**src/rtl/set_cache_miss_sequencer_if.sv**
```systemverilog
// Miss-sequencer bundle: cache pipeline request, policy controller handshake,
// metadata port, writeback/fill memory port and completion status.
interface set_cache_miss_sequencer_if #(
    parameter int CACHE_BLOCK_CAPACITY = 128,
    parameter int CACHE_SET_SIZE       = 4,
    parameter int BW_TAG               = 20
);
    localparam int BW_CAP      = $clog2(CACHE_BLOCK_CAPACITY);
    localparam bit FULLY_ASSOC = (CACHE_SET_SIZE == CACHE_BLOCK_CAPACITY);
    localparam int BW_GRP      = FULLY_ASSOC ? 1 : BW_CAP - $clog2(CACHE_SET_SIZE);

    logic                     req_valid_i;
    logic                     req_ready_o;
    logic [BW_GRP-1:0]        req_group_i;
    logic [BW_TAG-1:0]        req_tag_i;
    logic                     pol_miss_o;
    logic [BW_GRP-1:0]        pol_group_o;
    logic                     pol_done_i;
    logic [BW_CAP-1:0]        pol_addr_i;
    logic [BW_CAP-1:0]        meta_addr_o;
    logic                     meta_valid_i;
    logic                     meta_dirty_i;
    logic [BW_TAG-1:0]        meta_tag_i;
    logic                     meta_we_o;
    logic [BW_TAG-1:0]        meta_tag_o;
    logic                     wb_req_o;
    logic [BW_TAG+BW_GRP-1:0] wb_addr_o;
    logic                     wb_ack_i;
    logic                     fill_req_o;
    logic [BW_TAG+BW_GRP-1:0] fill_addr_o;
    logic                     fill_ack_i;
    logic                     done_o;
    logic [BW_CAP-1:0]        victim_o;

    modport master (
        input  req_valid_i, req_group_i, req_tag_i, pol_done_i, pol_addr_i,
               meta_valid_i, meta_dirty_i, meta_tag_i, wb_ack_i, fill_ack_i,
        output req_ready_o, pol_miss_o, pol_group_o, meta_addr_o, meta_we_o,
               meta_tag_o, wb_req_o, wb_addr_o, fill_req_o, fill_addr_o,
               done_o, victim_o
    );

    modport slave (
        output req_valid_i, req_group_i, req_tag_i, pol_done_i, pol_addr_i,
               meta_valid_i, meta_dirty_i, meta_tag_i, wb_ack_i, fill_ack_i,
        input  req_ready_o, pol_miss_o, pol_group_o, meta_addr_o, meta_we_o,
               meta_tag_o, wb_req_o, wb_addr_o, fill_req_o, fill_addr_o,
               done_o, victim_o
    );
endinterface

```
**src/rtl/set_cache_miss_sequencer.sv**
```systemverilog
// Cache miss sequencer: policy query, victim metadata read, optional writeback, fill, metadata update.
// Define MISS_SEQ_STATS_EN to add saturating miss / writeback counters (stat_miss_o, stat_wb_o).
//
//  state  | meaning
//  IDLE   | ready for a miss request
//  POL    | pulsing pol_miss_o to the policy controller
//  CAP    | waiting for pol_done_i, metadata address follows pol_addr_i
//  META   | victim metadata read data valid, choose WB or FILL
//  WB     | writeback of dirty victim outstanding
//  FILL   | fill of missing block outstanding
//  UPD    | metadata write for the new block
//  DONE   | completion pulse
module set_cache_miss_sequencer #(
    parameter int CACHE_BLOCK_CAPACITY = 128,
    parameter int CACHE_SET_SIZE       = 4,
    parameter int BW_TAG               = 20
) (
    input  logic clock_i,
    input  logic reset_i,
    set_cache_miss_sequencer_if.master mif
`ifdef MISS_SEQ_STATS_EN
    ,
    output logic [31:0] stat_miss_o,
    output logic [31:0] stat_wb_o
`endif
);
    localparam int BW_CAP      = $clog2(CACHE_BLOCK_CAPACITY);
    localparam bit FULLY_ASSOC = (CACHE_SET_SIZE == CACHE_BLOCK_CAPACITY);
    localparam int BW_GRP      = FULLY_ASSOC ? 1 : BW_CAP - $clog2(CACHE_SET_SIZE);

    typedef enum logic [2:0] {
        S_IDLE, S_POL, S_CAP, S_META, S_WB, S_FILL, S_UPD, S_DONE
    } state_t;

    state_t                   state;
    logic [BW_GRP-1:0]        group_q;
    logic [BW_TAG-1:0]        tag_q;
    logic [BW_CAP-1:0]        victim_q;
    logic                     req_ready;
    logic                     pol_miss;
    logic [BW_GRP-1:0]        pol_group;
    logic                     meta_we;
    logic [BW_TAG-1:0]        meta_tag;
    logic                     wb_req;
    logic [BW_TAG+BW_GRP-1:0] wb_addr;
    logic                     fill_req;
    logic [BW_TAG+BW_GRP-1:0] fill_addr;
    logic                     done;
    logic [BW_CAP-1:0]        victim_out;
    logic [BW_GRP-1:0]        grp_in;
    logic                     accept;

    assign grp_in = FULLY_ASSOC ? '0 : mif.req_group_i;
    assign accept = (state == S_IDLE) && mif.req_valid_i && req_ready;

    always_ff @(posedge clock_i or posedge reset_i) begin
        if (reset_i) begin
            state      <= S_IDLE;
            group_q    <= '0;
            tag_q      <= '0;
            victim_q   <= '0;
            req_ready  <= 1'b0;
            pol_miss   <= 1'b0;
            pol_group  <= '0;
            meta_we    <= 1'b0;
            meta_tag   <= '0;
            wb_req     <= 1'b0;
            wb_addr    <= '0;
            fill_req   <= 1'b0;
            fill_addr  <= '0;
            done       <= 1'b0;
            victim_out <= '0;
        end else begin
            case (state)
                S_IDLE: begin
                    if (accept) begin
                        group_q   <= grp_in;
                        tag_q     <= mif.req_tag_i;
                        pol_group <= grp_in;
                        pol_miss  <= 1'b1;
                        req_ready <= 1'b0;
                        state     <= S_POL;
                    end else begin
                        req_ready <= 1'b1;
                    end
                end
                S_POL: begin
                    pol_miss <= 1'b0;
                    state    <= S_CAP;
                end
                S_CAP: begin
                    if (mif.pol_done_i) begin
                        victim_q  <= mif.pol_addr_i;
                        pol_group <= '0;
                        state     <= S_META;
                    end
                end
                S_META: begin
                    if (mif.meta_valid_i && mif.meta_dirty_i) begin
                        wb_req  <= 1'b1;
                        wb_addr <= {mif.meta_tag_i, group_q};
                        state   <= S_WB;
                    end else begin
                        fill_req  <= 1'b1;
                        fill_addr <= {tag_q, group_q};
                        state     <= S_FILL;
                    end
                end
                S_WB: begin
                    // fill_ack_i is deliberately not looked at here
                    if (mif.wb_ack_i) begin
                        wb_req    <= 1'b0;
                        fill_req  <= 1'b1;
                        fill_addr <= {tag_q, group_q};
                        state     <= S_FILL;
                    end
                end
                S_FILL: begin
                    if (mif.fill_ack_i) begin
                        fill_req <= 1'b0;
                        meta_we  <= 1'b1;
                        meta_tag <= tag_q;
                        state    <= S_UPD;
                    end
                end
                S_UPD: begin
                    meta_we    <= 1'b0;
                    done       <= 1'b1;
                    victim_out <= victim_q;
                    state      <= S_DONE;
                end
                S_DONE: begin
                    done      <= 1'b0;
                    req_ready <= 1'b1;
                    state     <= S_IDLE;
                end
                default: state <= S_IDLE;
            endcase
        end
    end

`ifdef MISS_SEQ_STATS_EN
    always_ff @(posedge clock_i or posedge reset_i) begin
        if (reset_i) begin
            stat_miss_o <= '0;
            stat_wb_o   <= '0;
        end else begin
            if (accept && (stat_miss_o != 32'hFFFF_FFFF))
                stat_miss_o <= stat_miss_o + 32'd1;
            if ((state == S_WB) && mif.wb_ack_i && (stat_wb_o != 32'hFFFF_FFFF))
                stat_wb_o <= stat_wb_o + 32'd1;
        end
    end
`endif

    assign mif.req_ready_o = req_ready;
    assign mif.pol_miss_o  = pol_miss;
    assign mif.pol_group_o = pol_group;
    // Metadata address leads the capture by a cycle so the 1-cycle read lands in META
    assign mif.meta_addr_o = (state == S_CAP) ? mif.pol_addr_i : victim_q;
    assign mif.meta_we_o   = meta_we;
    assign mif.meta_tag_o  = meta_tag;
    assign mif.wb_req_o    = wb_req;
    assign mif.wb_addr_o   = wb_addr;
    assign mif.fill_req_o  = fill_req;
    assign mif.fill_addr_o = fill_addr;
    assign mif.done_o      = done;
    assign mif.victim_o    = victim_out;
endmodule

```
**src/flat_wrapper.sv**
```systemverilog
// flat-port wrapper written by rule: the top's interface ports become plain ports
module set_cache_miss_sequencer_flat 
#(
    parameter int CACHE_BLOCK_CAPACITY = 128,
    parameter int CACHE_SET_SIZE       = 4,
    parameter int BW_TAG               = 20
)
  (clock_i, reset_i, mif_req_valid_i, mif_req_group_i, mif_req_tag_i, mif_pol_done_i, mif_pol_addr_i, mif_meta_valid_i, mif_meta_dirty_i, mif_meta_tag_i, mif_wb_ack_i, mif_fill_ack_i, mif_req_ready_o, mif_pol_miss_o, mif_pol_group_o, mif_meta_addr_o, mif_meta_we_o, mif_meta_tag_o, mif_wb_req_o, mif_wb_addr_o, mif_fill_req_o, mif_fill_addr_o, mif_done_o, mif_victim_o);
  set_cache_miss_sequencer_if #(.CACHE_BLOCK_CAPACITY(CACHE_BLOCK_CAPACITY), .CACHE_SET_SIZE(CACHE_SET_SIZE), .BW_TAG(BW_TAG)) mif_i ();
  input  logic clock_i;
  input  logic reset_i;
  input wire logic [$bits(mif_i.req_valid_i)-1:0] mif_req_valid_i;
  input wire logic [$bits(mif_i.req_group_i)-1:0] mif_req_group_i;
  input wire logic [$bits(mif_i.req_tag_i)-1:0] mif_req_tag_i;
  input wire logic [$bits(mif_i.pol_done_i)-1:0] mif_pol_done_i;
  input wire logic [$bits(mif_i.pol_addr_i)-1:0] mif_pol_addr_i;
  input wire logic [$bits(mif_i.meta_valid_i)-1:0] mif_meta_valid_i;
  input wire logic [$bits(mif_i.meta_dirty_i)-1:0] mif_meta_dirty_i;
  input wire logic [$bits(mif_i.meta_tag_i)-1:0] mif_meta_tag_i;
  input wire logic [$bits(mif_i.wb_ack_i)-1:0] mif_wb_ack_i;
  input wire logic [$bits(mif_i.fill_ack_i)-1:0] mif_fill_ack_i;
  output wire logic [$bits(mif_i.req_ready_o)-1:0] mif_req_ready_o;
  output wire logic [$bits(mif_i.pol_miss_o)-1:0] mif_pol_miss_o;
  output wire logic [$bits(mif_i.pol_group_o)-1:0] mif_pol_group_o;
  output wire logic [$bits(mif_i.meta_addr_o)-1:0] mif_meta_addr_o;
  output wire logic [$bits(mif_i.meta_we_o)-1:0] mif_meta_we_o;
  output wire logic [$bits(mif_i.meta_tag_o)-1:0] mif_meta_tag_o;
  output wire logic [$bits(mif_i.wb_req_o)-1:0] mif_wb_req_o;
  output wire logic [$bits(mif_i.wb_addr_o)-1:0] mif_wb_addr_o;
  output wire logic [$bits(mif_i.fill_req_o)-1:0] mif_fill_req_o;
  output wire logic [$bits(mif_i.fill_addr_o)-1:0] mif_fill_addr_o;
  output wire logic [$bits(mif_i.done_o)-1:0] mif_done_o;
  output wire logic [$bits(mif_i.victim_o)-1:0] mif_victim_o;
  assign mif_i.req_valid_i = mif_req_valid_i;
  assign mif_i.req_group_i = mif_req_group_i;
  assign mif_i.req_tag_i = mif_req_tag_i;
  assign mif_i.pol_done_i = mif_pol_done_i;
  assign mif_i.pol_addr_i = mif_pol_addr_i;
  assign mif_i.meta_valid_i = mif_meta_valid_i;
  assign mif_i.meta_dirty_i = mif_meta_dirty_i;
  assign mif_i.meta_tag_i = mif_meta_tag_i;
  assign mif_i.wb_ack_i = mif_wb_ack_i;
  assign mif_i.fill_ack_i = mif_fill_ack_i;
  assign mif_req_ready_o = mif_i.req_ready_o;
  assign mif_pol_miss_o = mif_i.pol_miss_o;
  assign mif_pol_group_o = mif_i.pol_group_o;
  assign mif_meta_addr_o = mif_i.meta_addr_o;
  assign mif_meta_we_o = mif_i.meta_we_o;
  assign mif_meta_tag_o = mif_i.meta_tag_o;
  assign mif_wb_req_o = mif_i.wb_req_o;
  assign mif_wb_addr_o = mif_i.wb_addr_o;
  assign mif_fill_req_o = mif_i.fill_req_o;
  assign mif_fill_addr_o = mif_i.fill_addr_o;
  assign mif_done_o = mif_i.done_o;
  assign mif_victim_o = mif_i.victim_o;
  set_cache_miss_sequencer #(.CACHE_BLOCK_CAPACITY(CACHE_BLOCK_CAPACITY), .CACHE_SET_SIZE(CACHE_SET_SIZE), .BW_TAG(BW_TAG)) u_core (.clock_i(clock_i), .reset_i(reset_i), .mif(mif_i));
endmodule
```
**config.mk**
```make
export PLATFORM = sky130hd
export DESIGN_NAME = set_cache_miss_sequencer_flat
export DESIGN_NICKNAME = d
export VERILOG_FILES = /design/src/rtl/set_cache_miss_sequencer_if.sv /design/src/rtl/set_cache_miss_sequencer.sv /design/src/flat_wrapper.sv
export SDC_FILE = /design/constraint.sdc
export NUM_CORES = 1
export LEC_CHECK = 0
export ABC_AREA = 1
export CAP_MARGIN = 20
export CELL_PAD_IN_SITES_DETAIL_PLACEMENT = 1
export CELL_PAD_IN_SITES_GLOBAL_PLACEMENT = 1
export CORE_MARGIN = 10
export CORE_UTILIZATION = 34
export DETAILED_ROUTE_END_ITERATION = 10
export GPL_TIMING_DRIVEN = 0
export PLACE_DENSITY_LB_ADDON = 0.1
export SETUP_SLACK_MARGIN = 0.4
export SYNTH_ARGS = -nofsm -noshare
export SYNTH_HDL_FRONTEND = slang
export SYNTH_SLANG_ARGS = --single-unit
```
**constraint.sdc**
```tcl
create_clock -name clock_i -period 6.15 [get_ports clock_i]
set_input_delay 1.845 -clock clock_i [delete_from_list [all_inputs] [get_ports clock_i]]
set_output_delay 1.845 -clock clock_i [all_outputs]
set_load 0.05 [all_outputs]
```
======== Word level (Yosys, flattened, before mapping) ========
Index checks and enable logic that the tools add are counted.
storage, ports and cells
  register bits ........................... 123
  latch bits .............................. 0
  bits in writable memories ............... 0
  memory bits (read-only) ................. 0
  input port bits ......................... 60
  output and inout port bits .............. 95
  word-level logic and storage cells ...... 77
  memories kept ........................... 0
cells by class
  $add $sub $neg .......................... 0
  multipliers ............................. 0
  div/mod/pow operators ................... 0
  order comparisons ....................... 0
  eq/ne operators ......................... 13
  shift-type cells ........................ 0
  multiplexer cells ....................... 27
  bitwise logic cells ..................... 0
  reductions and logical operators ........ 22
operators by type and width
  operator              number
  $mux W25              2
  $pmux W25 S2          1
  $pmux W3 S8           1
  $eq A3 B3 Y1 const B  4
  $mux W3               4
  $reduce_and A2 Y1     6
  $reduce_bool A2 Y1    6
  $mux W5               2
  $pmux W1 S2           5
  $pmux W5 S2           1
  $mux W1               9
  $reduce_and A3 Y1     3
  $ne A2 B2 Y1 const B  4
  $reduce_and A4 Y1     2
  $mux W7               1
  $eq A3 B2 Y1 const B  2
  $ne A2 B1 Y1 const B  2
  $eq A3 B1 Y1 const B  1
  $logic_and A1 B1 Y1   3
  $logic_not A3 Y1      1
  $pmux W1 S3           1
  $reduce_bool A3 Y1    1

======== Depth between registers and ports, before layout ========
Gate-level depths: netlist (run 1).
  depth in word-level cells ............... 5
  depth in mapped cells ................... 9
  gate-level depth less buffers ........... 7

======== Worst setup path before layout (run 1) ========
Ideal clock, no wire load.
  kind .................................... input port to output port
  start ................................... input mif_pol_addr_i[0]
  end ..................................... output mif_meta_addr_o[0]
  data arrival time ....................... 2.974 ns
  required time ........................... 4.305 ns
  path slack .............................. 1.331 ns
  stages .................................. 2
  buffers on the path ..................... 0
  cell sequence ........................... inv_1 > o21ai_0
between the ends
  cells in the longest elaborated chain, start to end .. 1
ends and longest elaborated chain
  what             line                             RTL
  start, declared  flat_wrapper.sv:16               input wire logic [$bits(mif_i.pol_addr_i)-1:0] mif_pol_addr_i;
  $mux W7          set_cache_miss_sequencer.sv:160  assign mif.meta_addr_o = (state == S_CAP) ? mif.pol_addr_i : victim_q;
  end, declared    flat_wrapper.sv:25               output wire logic [$bits(mif_i.meta_addr_o)-1:0] mif_meta_addr_o;
Every way passes these cells.

======== Final worst setup path (run 1) ========
  start ................................... input mif_pol_addr_i[6]
  end ..................................... output mif_meta_addr_o[6]
Same word-level chain as after synthesis.

==> metrics.cfg, run 1 <==
[yosys]
synth-edff-count=0
yosys_warnings=0
synth_seq_cells=123
synth_flop_cell=dfrtp_1
synth.distinct_cells=26
postSynthAreaPerCell_um2=8.94
async_reset_ff_share_pct=100
seq_area_frac_synth_pct=61.9
synthTopCellsByCount=nand2_1 (277), dfrtp_1 (123), nand3_1 (28)
synthTopCellsByArea=dfrtp_1 (62%), nand2_1 (21%), nand4_1 (3.4%)
yosysMostFrequentCell=nand2_1
synth_top_area_share_pct=61.9
postSynthCellCount=556
syn_area_um2=4970
synth_top_cell_by_area=dfrtp_1
syn_nets=616

[global_routing]
grt_max_degree=71
grt_pass1_vias=4998
grt_overflow_total=0
grt_pass1_wl_mm=26.6
grt_usage_pct=16.8
antenna_found_initial=0

[setup_path]
worst-path-stages=4
startpoint=mif_pol_addr_i[6]
reg2reg_depth=6
path_buf_inv=3
worst_ep_required_time_ns=4.30
slowest_delay_ns=0.84
crit_family=buffers and inverters
crit_fanout=2
worst_setup_path_end_kind=output port
path_common_cell=clkdlybuf4s50_1
cp_slowest_cell=clkdlybuf4s50_1
endpoint=mif_meta_addr_o[6]
cp.arrival_ns=3.40
reg2reg_slack_ns=4.38
startpoint_type=input port
reg2reg_from=u_core.state[1]$_DFFE_PP0P_
path_class=in2out
worstPathCellList=clkdlybuf4s50_1 -> inv_1 -> o21ai_0 -> clkdlybuf4s50_1
r2r_end=u_core.mif.meta_tag_o[8]$_DFFE_PP0P_

[clocking]
clockBufferDepth=2
htreeDepth=4
post_cts_buffers=0
cts_tree=yes
insertion_delay_ns=0.41
cts_made_buffers=17
clkTransAtPathRegs_ns=0.06
cts_sinks=123
postCtsHoldBufs=0
cts.repair.resized=0
root_buffer=clkbuf_16

[layout]
n_antenna_cell=0
fin_area_um2=7360
finish.utilization_pct=51.0
syn2layout_area_growth_pct=48.0
nNetsFinal=790
drive_above_1_share_pct=8.75

[power]
ir_drop_mv=0.335
power_w=0.00482
leakage_nw=3.65
pwr_density_cell_nw_per_um2=655

[sta]
rsz0062_at_grt=false
finalSetupTns_ns=0
setup_viol=0
tightest_slew_ns=0.577
max_clock_freq_mhz=191
setup_ws_ns=0.908
fin_crit_ns=5.24
slew_viol_final=0
slew_headroom_pct=61.5
final_hold_viol_count=0
fin_worst_skew_ns=0.00698
post-route-period-util_pct=85.2

[route]
first_pass_iters=4
vias=4438
remaining_drc_errors=0
drt_iter0_markers=159
avgViaCountPerCell=4.79
ant_nets=0
drt_wl_total_mm=16.3
wl_per_cell_um=17.5

[place]
place_area_um2=6780
dp_hpwl_mm=11.8
gp_congestion=0.800
port_buffers=154
place_ws_ns=0.886

[die]
io_pins=155
fp.dieH_um=141
fp.dieW_um=141
coreArea_um2=14400
start_util_pct=34.5
row_count=44
dieArea_um2=19900

[flow_run]
drv_cap=0

[worst_hold_path]
min_from=u_core.mif.victim_o[1]$_DFFE_PP0P_
hold_class=reg2reg

[run_status]
status=finished, final reports clean

==> layout make-up <==
type                    instances  area [µm²]
plain buffers                  28         141
flip-flops and latches        123        3080
repair buffers                155        1570
well taps                     184         230
inverters                      26         103
clock buffers                  21         460
multi-input cells             379        1650
clock inverters                11         120
fillers                      1674        7070
==> metrics by stage <==
stage,cells,hold WS (ns)
2_1_floorplan,556,0.464
5_1_grt,927,0.494
3_3_place_gp,894,0.455
4_1_cts,927,0.476
3_5_place_dp,895,0.461
6_report,927,0.469
==> cells by family (layout without fill, tap and decap cells) <==
family          after synthesis  in the layout  synth area share, %
flops                       123            123                 61.9
compound gates               31             31                 3.32
buf+inv                      54            241                 4.81
simple gates                348            348                 30.0
==> report_power, final <==
group / switching [W] / total, W / internal, W
Clock: 0.000361 / 0.000976 / 0.000615
Sequential: 0.000233 / 0.00140 / 0.00117
Combinational: 0.00168 / 0.00244 / 0.000757
==> sequential cells by signal, indices dropped and copies added, names as in the netlist, 3 cells and up <==
register                flops
u_core.mif.pol_group_o      5
u_core.victim_q             7
u_core.mif.victim_o         7
u_core.tag_q               20
u_core.mif.fill_addr_o     25
u_core.state                3
u_core.group_q              5
u_core.mif.meta_tag_o      20
u_core.mif.wb_addr_o       25
==> cell usage in the layout, fill, tap and decap left out, types with 11 or more instances in the layout <==
cell and n:
buf_2 14, dfrtp_1 123, inv_1 21, clkdlybuf4s50_1 154, nand2_1 277, o21ai_0 17
clkbuf_1 11, nand3_1 28, clkbuf_16 17, nand4_1 27
==> worst min-delay path, stage by stage, from the launching register on <==
cell and delay [ns]:
dfrtp_1 0.34, nand2_1 0.05, nand2_1 0.04
==> layer usage <==
| metal | part of all wire, % | global-route usage (%) | vias up |
|---|---|---|---|
| li1 | - | - | 2105 |
| met1 | 41 | 18.7 | 2204 |
| met2 | 50 | 28.6 | 109 |
| met3 | 6.8 | 6.21 | 20 |
| met4 | 1.5 | 6.30 | 0 |
| met5 | 0 | 0 | - |
==> worst min path at each step <==
stage | cells past startpoint | endpoint | slack, ns
floorplan | 2 | u_core.mif.meta_tag_o[0]$_DFFE_PP0P_ | 0.46
global placement | 2 | u_core.mif.wb_addr_o[8]$_DFFE_PP0P_ | 0.46
detailed placement | 2 | u_core.mif.wb_addr_o[13]$_DFFE_PP0P_ | 0.46
CTS | 2 | u_core.mif.wb_addr_o[19]$_DFFE_PP0P_ | 0.48
global route | 2 | u_core.mif.wb_addr_o[14]$_DFFE_PP0P_ | 0.49
finish | 2 | u_core.mif.victim_o[1]$_DFFE_PP0P_ | 0.47
Power figures use the tool's default switching activity.
==> run 2, diff against run 1 <==
- CORE_MARGIN: 10 -> 2
- SKIP_LAST_GASP: not set -> 1
==> run 2 against run 1 <==
- register-to-register slack gained 0.05 ns
- sequential power is essentially flat
- cell count did not move
- critical path type unchanged
- global-route usage rose by 2.9 points
- combinational power barely moved
- clock power grew 5%
- total power up 0.25%
- critical path depth unchanged
- highest routed layer unchanged
- largest power group unchanged
- hold slack worse by 0.0021 ns
==> metrics.cfg, run 2 (synthesized netlist as in run 1, its figures left out) <==
[sta]
slew_viol_final=0  ; unchanged
final_hold_viol_count=0  ; unchanged
setup_ws_ns=0.929  ; +0.0204 ns
rsz0062_at_grt=false
fin_crit_ns=5.22  ; -0.0204 ns
fin_worst_skew_ns=0.00506  ; -0.00191 ns
slew_headroom_pct=63.2  ; +1.7 points
tightest_slew_ns=0.550  ; -0.0267 ns
max_clock_freq_mhz=192  ; +0.39%
setup_viol=0  ; unchanged
finalSetupTns_ns=0  ; unchanged
post-route-period-util_pct=84.9  ; -0.33 points

[clocking]
root_buffer=clkbuf_16
insertion_delay_ns=0.41  ; about the same
cts_sinks=123  ; unchanged
post_cts_buffers=0  ; unchanged
cts_tree=yes
clockBufferDepth=2  ; unchanged
htreeDepth=4  ; unchanged
clkTransAtPathRegs_ns=0.05  ; about the same
postCtsHoldBufs=0  ; unchanged
cts_made_buffers=17  ; unchanged
cts.repair.resized=0  ; unchanged

[setup_path]
worst_ep_required_time_ns=4.30  ; about the same
reg2reg_slack_ns=4.43  ; +0.05 ns
reg2reg_from=u_core.state[1]$_DFFE_PP0P_
startpoint_type=input port
r2r_end=u_core.mif.meta_tag_o[6]$_DFFE_PP0P_
reg2reg_depth=6  ; unchanged
cp.arrival_ns=3.38  ; -0.02 ns
crit_fanout=2  ; unchanged
path_class=in2out
worst_setup_path_end_kind=output port

[layout]
final_common_cell=nand2_1
syn2layout_area_growth_pct=48.8
drive_above_1_share_pct=8.88  ; +0.13 points
n_antenna_cell=0  ; unchanged
nNetsFinal=790  ; unchanged
final_cell_mix=nand2_1 (277), clkdlybuf4s50_1 (154), dfrtp_1 (123), nand3_1 (28), nand4_1 (27)

[global_routing]
grt_max_degree=68  ; -4.2%
grt_usage_pct=19.7  ; +2.9 points
grt_pass1_wl_mm=24.4  ; -8.5%
grt_overflow_total=0  ; unchanged
top_usage_layer=met2
gr-usage-met1_pct=23.9  ; +5.2 points
grt_pass1_vias=4826  ; -3.4%
antenna_found_initial=0  ; unchanged
grtUsageMet3_pct=5.46  ; -0.76 points
grt_util_met2_pct=33.9  ; +5.3 points

[run_status]
status=finished, final reports clean

[power]
p_sw_w=0.00222  ; -2.3%
comb_power_share_pct=50.0  ; -0.6 points
pwr-share-clk_pct=21.2  ; +0.9 points
intPower_w=0.00261  ; +2.6%
ir_drop_mv=0.276  ; -18%
pwr_density_cell_nw_per_um2=653  ; -0.27%
leakage_nw=3.69  ; +0.91%
p_sw_share_pct=46.0  ; -1.2 points
seqPwrFrac_pct=28.8  ; -0.3 points

[route]
wl_per_cell_um=15.6  ; -11%
avgViaCountPerCell=4.83  ; +0.92%
first_pass_iters=4  ; unchanged
ant_nets=0  ; unchanged
drt_iter0_markers=244  ; +53%
drt_wl_total_mm=14.5  ; -11%
vias=4479  ; +0.92%
remaining_drc_errors=0  ; unchanged

[die]
dieArea_um2=15600  ; -21%
start_util_pct=34.5  ; unchanged
coreArea_um2=14400  ; unchanged
io_pins=155  ; unchanged
fp.dieW_um=125  ; -11%
fp.dieH_um=125  ; -11%
row_count=44  ; unchanged

[worst_hold_path]
min_from=u_core.mif.wb_addr_o[11]$_DFFE_PP0P_
hold_end=u_core.mif.wb_addr_o[11]$_DFFE_PP0P_
hold_depth=2  ; unchanged
hold_class=reg2reg

[place]
gp_congestion=0.793  ; -0.94%
dp_hpwl_mm=10.2  ; -13%
port_buffers=154  ; unchanged
place_ws_ns=0.908  ; +0.0217 ns

[flow_run]
drv_cap=0  ; unchanged

[run 2: power groups by stage]
stage	clock network [W]	registers, W	logic (W)
final	0.00102	0.00139	0.00241
after CTS	0.00105	0.00140	0.00245
after global placement	0	0.00139	0.00239
after global routing	0.00108	0.00144	0.00259
after detailed placement	0	0.00140	0.00243
after floorplan	0	0.00222	0.000755
[run 2: layout make-up]
cell class / instances / area (µm²)
plain buffers: 28 / 141
clock buffers: 26 / 539
clock inverters: 6 / 80.1
fillers: 1682 / 7030
inverters: 26 / 103
multi-input cells: 379 / 1650
flip-flops and latches: 123 / 3080
well taps: 184 / 230
repair buffers: 155 / 1570
[run 2: how the worst max path moves through the flow]
| stage | startpoint | to | slack, ns | depth (start not counted) |
|---|---|---|---|---|
| global route | mif_pol_addr_i[5] | mif_meta_addr_o[5] | 0.83 | 4 |
| finish | mif_pol_addr_i[6] | mif_meta_addr_o[6] | 0.93 | 4 |
| floorplan | reset_i | u_core.group_q[0]$_DFFE_PP0P_ | 1.03 | 1 |
| CTS | mif_pol_addr_i[6] | mif_meta_addr_o[6] | 0.91 | 4 |
| detailed placement | mif_pol_addr_i[6] | mif_meta_addr_o[6] | 0.91 | 4 |
| global placement | reset_i | u_core.mif.fill_addr_o[0]$_DFFE_PP0P_ | -0.89 | 2 |
[run 2: metal layers]
layer	vias up	wire length (µm)
met5	-	0
met4	0	252
met3	21	730
met2	111	7280
met1	2232	6220
li1	2115	-
[run 2: critical path: stages]
cell and delay [ns]:
clkdlybuf4s50_1 0.47, inv_1 0.05, o21ai_0 0.18, clkdlybuf4s50_1 0.84
[run 2: per-stage QoR]
| stage | util, % | std cells | cell area [µm²] | power [W] | hold WS [ns] |
|---|---|---|---|---|---|
| floorplan | - | 556 | 4970 | 0.00297 | 0.464 |
| CTS | 51.3 | 927 | 7390 | 0.00489 | 0.471 |
| detailed placement | 47.0 | 895 | 6780 | 0.00383 | 0.458 |
| global route | 51.3 | 927 | 7390 | 0.00512 | 0.498 |
| global placement | 46.7 | 894 | 6740 | 0.00378 | 0.454 |
| finish | 51.3 | 927 | 7390 | 0.00483 | 0.467 |
